File: config.mk
export PLATFORM = sky130hd
export DESIGN_NAME = imap_rd_ctrl
export DESIGN_NICKNAME = d
export VERILOG_FILES = /design/src/rtl/imap_rd_ctrl_pkg.sv /design/src/rtl/imap_tap_cnt.sv /design/src/rtl/imap_rd_ctrl.sv
export SDC_FILE = /design/constraint.sdc
export NUM_CORES = 1
export LEC_CHECK = 0
export BUFFER_PORTS_ARGS = -buffer_cell sky130_fd_sc_hd__buf_2
export CELL_PAD_IN_SITES_DETAIL_PLACEMENT = 1
export CELL_PAD_IN_SITES_GLOBAL_PLACEMENT = 2
export CORE_ASPECT_RATIO = 1.5
export CORE_UTILIZATION = 38
export DETAILED_ROUTE_END_ITERATION = 10
export GPL_TIMING_DRIVEN = 0
export PLACE_DENSITY = 0.83
export SLEW_MARGIN = 0
export SYNTH_ARGS = -nofsm -noshare
export SYNTH_HDL_FRONTEND = slang
export SYNTH_HIERARCHICAL = 1
export SYNTH_SLANG_ARGS = --single-unit
export TNS_END_PERCENT = 10
File: constraint.sdc
create_clock -name clk -period 11.18 [get_ports clk]
set_input_delay 1.118 -clock clk [delete_from_list [all_inputs] [get_ports clk]]
set_output_delay 1.118 -clock clk [all_outputs]
set_load 0.02 [all_outputs]
File: src/rtl/imap_rd_ctrl_pkg.sv
// Shared constants and state encoding for the input feature map read sequencer.
package imap_rd_ctrl_pkg;

    localparam int unsigned BLOCK_SIZE = 56 * 56;
    localparam int unsigned GRP_BIT    = 12;
    localparam int unsigned KERNEL     = 3;
    localparam int unsigned PIX_W      = $clog2(BLOCK_SIZE);
    localparam int unsigned DIM_W      = 6;
    localparam int unsigned KER_W      = $clog2(KERNEL);

    typedef enum logic [1:0] {
        StIdle,
        StRun,
        StDrain,
        StDone
    } state_e;

endpackage

File: src/rtl/imap_tap_cnt.sv
// Nested oh/ow/grp/ky/kx tap counters plus tap position, bounds and pixel index.
module imap_tap_cnt
    import imap_rd_ctrl_pkg::*;
(
    input  logic             clk,
    input  logic             rst,
    input  logic             clr,
    input  logic             en,
    input  logic [DIM_W-1:0] h,
    input  logic [DIM_W-1:0] w,
    input  logic             two_grp,
    output logic             grp,
    output logic             in_range,
    output logic [PIX_W-1:0] pix,
    output logic             pix_last,
    output logic             last
);

    localparam int unsigned RW = DIM_W + 1;

    logic [DIM_W-1:0] oh_q, oh_d, ow_q, ow_d;
    logic             grp_q, grp_d;
    logic [KER_W-1:0] ky_q, ky_d, kx_q, kx_d;
    logic [RW-1:0]    row, col;
    logic             kx_wrap, ky_wrap, grp_wrap, ow_wrap, oh_wrap;

    assign kx_wrap  = (kx_q == KER_W'(KERNEL - 1));
    assign ky_wrap  = (ky_q == KER_W'(KERNEL - 1));
    assign grp_wrap = (grp_q == two_grp);
    assign ow_wrap  = (ow_q == w - DIM_W'(1));
    assign oh_wrap  = (oh_q == h - DIM_W'(1));

    assign pix_last = kx_wrap && ky_wrap && grp_wrap;
    assign last     = pix_last && ow_wrap && oh_wrap;
    assign grp      = grp_q;

    always_comb begin
        oh_d  = oh_q;
        ow_d  = ow_q;
        grp_d = grp_q;
        ky_d  = ky_q;
        kx_d  = kx_q;
        if (clr) begin
            oh_d  = '0;
            ow_d  = '0;
            grp_d = 1'b0;
            ky_d  = '0;
            kx_d  = '0;
        end else if (en) begin
            kx_d = kx_wrap ? '0 : kx_q + KER_W'(1);
            if (kx_wrap) begin
                ky_d = ky_wrap ? '0 : ky_q + KER_W'(1);
                if (ky_wrap) begin
                    grp_d = grp_wrap ? 1'b0 : 1'b1;
                    if (grp_wrap) begin
                        ow_d = ow_wrap ? '0 : ow_q + DIM_W'(1);
                        if (ow_wrap) begin
                            oh_d = oh_wrap ? '0 : oh_q + DIM_W'(1);
                        end
                    end
                end
            end
        end
    end

    always_ff @(posedge clk) begin
        if (rst) begin
            oh_q  <= '0;
            ow_q  <= '0;
            grp_q <= 1'b0;
            ky_q  <= '0;
            kx_q  <= '0;
        end else begin
            oh_q  <= oh_d;
            ow_q  <= ow_d;
            grp_q <= grp_d;
            ky_q  <= ky_d;
            kx_q  <= kx_d;
        end
    end

    // Padding 1: a tap sits one row/col above-left of the output pixel; -1 shows up as the sign bit.
    assign row = {1'b0, oh_q} + RW'(ky_q) - RW'(1);
    assign col = {1'b0, ow_q} + RW'(kx_q) - RW'(1);

    assign in_range = !row[RW-1] && (row[DIM_W-1:0] < h) &&
                      !col[RW-1] && (col[DIM_W-1:0] < w);

    assign pix = PIX_W'(row[DIM_W-1:0]) * PIX_W'(w) + PIX_W'(col[DIM_W-1:0]);

endmodule

File: src/rtl/imap_rd_ctrl.sv
// Read-side sequencer: walks 3x3 taps per output pixel, drives buffer reads, tags returned words.
module imap_rd_ctrl
    import imap_rd_ctrl_pkg::*;
#(
    parameter int unsigned MAX_DIM = 56,
    parameter int unsigned ADDR_W  = 32
) (
    input  logic              clk,
    input  logic              rst,
    input  logic              start,
    input  logic [DIM_W-1:0]  cfg_h,
    input  logic [DIM_W-1:0]  cfg_w,
    input  logic              cfg_two_grp,
    input  logic              imap_wen,
    input  logic              stall,
    output logic [ADDR_W-1:0] imap_raddr,
    output logic              imap_ren,
    output logic              win_valid,
    output logic              win_pad,
    output logic              win_last,
    output logic              busy,
    output logic              done
);

    state_e           state_q, state_d;
    logic [DIM_W-1:0] h_q, h_d, w_q, w_d;
    logic             two_grp_q;
    logic             win_valid_q, win_pad_q, win_last_q;
    logic             accept, zero_dim, issue;
    logic             grp, in_range, pix_last, last;
    logic [PIX_W-1:0] pix;

    assign accept   = (state_q == StIdle) && start;
    assign zero_dim = (cfg_h == '0) || (cfg_w == '0);
    // Buffer writes own the shared SRAM port, so they pre-empt issue in the same cycle.
    assign issue    = (state_q == StRun) && !imap_wen && !stall;

    // Clamp keeps row*W+col inside the buffer for out-of-range configurations.
    assign h_d = (cfg_h > DIM_W'(MAX_DIM)) ? DIM_W'(MAX_DIM) : cfg_h;
    assign w_d = (cfg_w > DIM_W'(MAX_DIM)) ? DIM_W'(MAX_DIM) : cfg_w;

    imap_tap_cnt u_tap_cnt (
        .clk      (clk),
        .rst      (rst),
        .clr      (accept),
        .en       (issue),
        .h        (h_q),
        .w        (w_q),
        .two_grp  (two_grp_q),
        .grp      (grp),
        .in_range (in_range),
        .pix      (pix),
        .pix_last (pix_last),
        .last     (last)
    );

    always_comb begin
        state_d = state_q;
        unique case (state_q)
            StIdle:  if (start) state_d = zero_dim ? StDone : StRun;
            StRun:   if (issue && last) state_d = StDrain;
            StDrain: state_d = StDone;
            StDone:  state_d = StIdle;
            default: state_d = StIdle;
        endcase
    end

    always_comb begin
        imap_ren   = issue && in_range;
        imap_raddr = '0;
        if (imap_ren) begin
            imap_raddr[GRP_BIT]     = grp;
            imap_raddr[PIX_W-1:0]   = pix;
        end
    end

    always_ff @(posedge clk) begin
        if (rst) begin
            state_q     <= StIdle;
            h_q         <= '0;
            w_q         <= '0;
            two_grp_q   <= 1'b0;
            win_valid_q <= 1'b0;
            win_pad_q   <= 1'b0;
            win_last_q  <= 1'b0;
        end else begin
            state_q     <= state_d;
            win_valid_q <= issue;
            win_pad_q   <= issue && !in_range;
            win_last_q  <= issue && pix_last;
            if (accept) begin
                h_q       <= h_d;
                w_q       <= w_d;
                two_grp_q <= cfg_two_grp;
            end
        end
    end

    assign win_valid = win_valid_q;
    assign win_pad   = win_pad_q;
    assign win_last  = win_last_q;
    assign busy      = (state_q != StIdle);
    assign done      = (state_q == StDone);

endmodule

==> impl_results.md <==
- GRT Total Usage: between 10% and 20%
- CP max-delay cell: fa_1
- Internal cell power: between 0.4 and 0.5 mW
- Yosys reg bits: 35
- CP Capture Type: output pin
- Clock power frac: 23.4%
- Crit path required time: ~10000 ps
- DRT iter0 DRCs: 54
- Antenna diodes: 0
- R2r worst-path depth: 15
- Drt pass-1 iters: 4
- Worst Hold Class: flip-flop to flip-flop
- Startpoint types: flip-flop
- Combinational share of power: between 50% and 60%
- Clk sinks: 35
- Sequential fraction of the synthesis area: between 10% and 20%
- CP max FO: 7
- Num rows: between 40 and 50
- Synth area leaders: ha_1 19%, dfxtp_1 16%, fa_1 10%, inv_1 5.9%, and2_1 5.6%
- Final hold violations: 0
- Setup TNS: 0 ps
- Setup violators final: 0
- Worst r2r dst: win_pad
- Layout cells sized above 1: ~15%
- Yosys warnings: 6
- Tot Pwr: between 0.7 and 0.8 mW
- Cell leakage power: 2.42 nW
- H-tree depth: 2
- Worst Tran Pin Value: a little under 600 ps
- Endpoint with the worst hold slack: w_q[4]
- Avg Vias per Cell: around 5.0
- Reg clk slew, reported paths: ~60 ps
- Pins Over Slew Limit: 0
- Psw: 0.286 mW
- Vias in the first global route: between 3000 and 4000
- Cells after Synth: 523
- First-pass GRT wire length: roughly 18000 µm
- Final period util: between 60% and 70%
- Synth top cells by count: 68 x inv_1, 67 x ha_1, 44 x nand2_1
- Slowest Stage Delay on Critical Path: between 500 and 600 ps
- Setup repair bufs after CTS: 0
- # hold bufs at CTS: 0
- DRC viols: 0
- Number of max-cap violations: 0
- Area grow syn2layout: 14.0%
- Max Buffers Root-to-Sink: 2
- Reg2reg start: u_tap_cnt/ky_q[1]
- Hold Startpoint: w_q[4]
- Pwr/cell area: 143 mW/mm²
- Count leader, synth: inv_1
- Netlist cell types: between 60 and 70
- Status: complete, no violations
- Port Buffers: 36
- Cells after DPL: between 700 and 800
- Post-synth EDFFs: 0
- Yosys top cell area share: around 19%
- Post-synthesis cell area: 0.00432 mm²
- Critical Path AT: ~6300 ps
- FFs w/ async S/R, synth: 0%
- CTS tree: done
- Initial core utilization: 39.1%
- Net Sw Frac: about two fifths
- Final Non-Filler Cells: ~730
- I/O Pins: 56
- Global route overflow: 0
- Gpl congestion: around 0.82
- Maximum clock frequency: ~0.14 GHz
- CTS buffer count: 5
- Routed WL: 10700 µm
- Root buffer cell: clkbuf_16
- DP Wirelength: 9220 µm
- Worst Skew: around 5.7 ps
- Maximum VDD drop: 0.0912 mV
- Setup CP Type: flip-flop to output pin
- Reg power frac: 20.3%
- Final ANT Viol Nets: 0
- Relative slew slack: between 60% and 70%
- Initial antenna violation count: 0
- Full die area: 0.0118 mm²
- Skew-Pair Late Insertion Delay: 280 ps
- Die width: a little under 90 µm
- Average instance area after synthesis: roughly 8.3 µm²
- WL/cell: ~15 µm
- Cell taking the most area after synthesis: ha_1
- Final WS setup: roughly 3800 ps
- Core Region: approximately 0.011 mm²
- WHS: about 460 ps
- Resize count post-CTS: 0
- Hold Path Cell Cnt: 2
- Pin count of the biggest net entering global routing: 12
- Top_reg_cell synth: dfxtp_1
- Via count: 3647
- Minimum clock period: roughly 7400 ps
- RSZ-0062 raised after global routing: no
- Reg2reg setup slack: ~7600 ps
- Die extent in y: ~130 µm
- Pre-CTS setup slack: between 4000 and 5000 ps
- Final net count: 691
- Most used cell, CP: inv_1
[cells by family after synthesis]
family                     share of synthesized area [%]
adders and majority gates                           29.6
buffers and inverters                               10.6
xor gates and xnor gates                            7.44
AOI/OAI and AO/OA                                   14.2
other                                             0.0867
and+or+nand+nor                                     21.8
DFF                                                 16.2
[sequential cells by signal (all words and copies together) (netlist names)]
signal	flops
u_tap_cnt/kx_q	2
w_q	6
h_q	6
u_tap_cnt/ky_q	2
win_last	1
u_tap_cnt/ow_q	6
u_tap_cnt/grp	1
state_q	2
win_pad	1
win_valid	1
two_grp_q	1
u_tap_cnt/oh_q	6
[worst max path at each step]
stage | startpoint | end | slack, ps | cells after the start
global route | u_tap_cnt/oh_q[1] | imap_raddr[11] | 3390 | 26
CTS | u_tap_cnt/ky_q[1] | imap_raddr[11] | 3730 | 26
floorplan | u_tap_cnt/oh_q[1] | imap_raddr[11] | 4590 | 25
detailed placement | u_tap_cnt/ky_q[1] | imap_raddr[11] | 4040 | 26
finish | u_tap_cnt/ky_q[1] | imap_raddr[11] | 3790 | 26
global placement | u_tap_cnt/ky_q[1] | imap_raddr[11] | 4150 | 26
[through the flow]
stage	utilization [%]	cell area [µm²]
after floorplan	-	4390
after global placement	43.0	4760
after detailed placement	43.0	4760
after CTS	44.6	4930
after global routing	44.6	4930
final	44.6	4930
[cell type report]
class | instances | area, µm²
Fill cell | 1405 | 6130
Buffer | 30 | 201
Timing Repair Buffer | 36 | 180
Inverter | 69 | 259
Clock inverter | 2 | 35.0
Multi-Input combinational cell | 407 | 3230
Clock buffer | 6 | 139
Sequential cell | 35 | 701
Tap cell | 147 | 184
[power groups by stage]
stage	sequential (mW)	clock [mW]	combinational, mW
floorplan	0.142	0	0.321
global placement	0.146	0	0.387
detailed placement	0.146	0	0.403
CTS	0.143	0.169	0.406
global route	0.145	0.172	0.457
finish	0.143	0.165	0.397
[worst max-delay path: cells and delay by family (launching register included)]
| kind | cells | cell delay (ps) |
|---|---|---|
| buffers and inverters | 7 | 500 |
| adder cells (fa/ha/maj) | 8 | 3280 |
| AND/OR/NAND/NOR | 7 | 1260 |
| flip-flops | 1 | 390 |
| XOR/XNOR | 1 | 180 |
| AO/OA/AOI/OAI | 3 | 380 |
[per-layer routing]
metal  up-vias  routed length [µm]  track usage (%)
li1       1822                   -                -
met1      1745                4090             19.9
met2        66                6180             38.8
met3        14                 259             1.50
met4         0                 189             6.17
met5         -                   0                0
[cells in the final DEF, fill, tap and decap left out, types with 2 or more instances in the layout]
master	instances
clkbuf_16	5
fa_1	22
a31oi_1	4
and2_1	39
nor3_2	4
a22oi_1	6
xnor2_1	24
and3_1	9
a32o_1	3
a21oi_1	30
nor3_1	14
ha_1	67
or3_1	2
conb_1	19
buf_2	38
nor2_1	37
o2111ai_1	2
buf_4	19
clkbuf_1	6
o21bai_1	2
a21o_1	6
inv_1	68
nand3_1	10
nand2b_1	2
o21a_1	3
dfxtp_1	35
or4_1	4
nand2_1	44
and2_2	2
o21ai_0	7
buf_6	2
a21boi_0	2
xor2_1	9
o21ai_1	5
No activity file was read; power rests on OpenSTA's default activity.
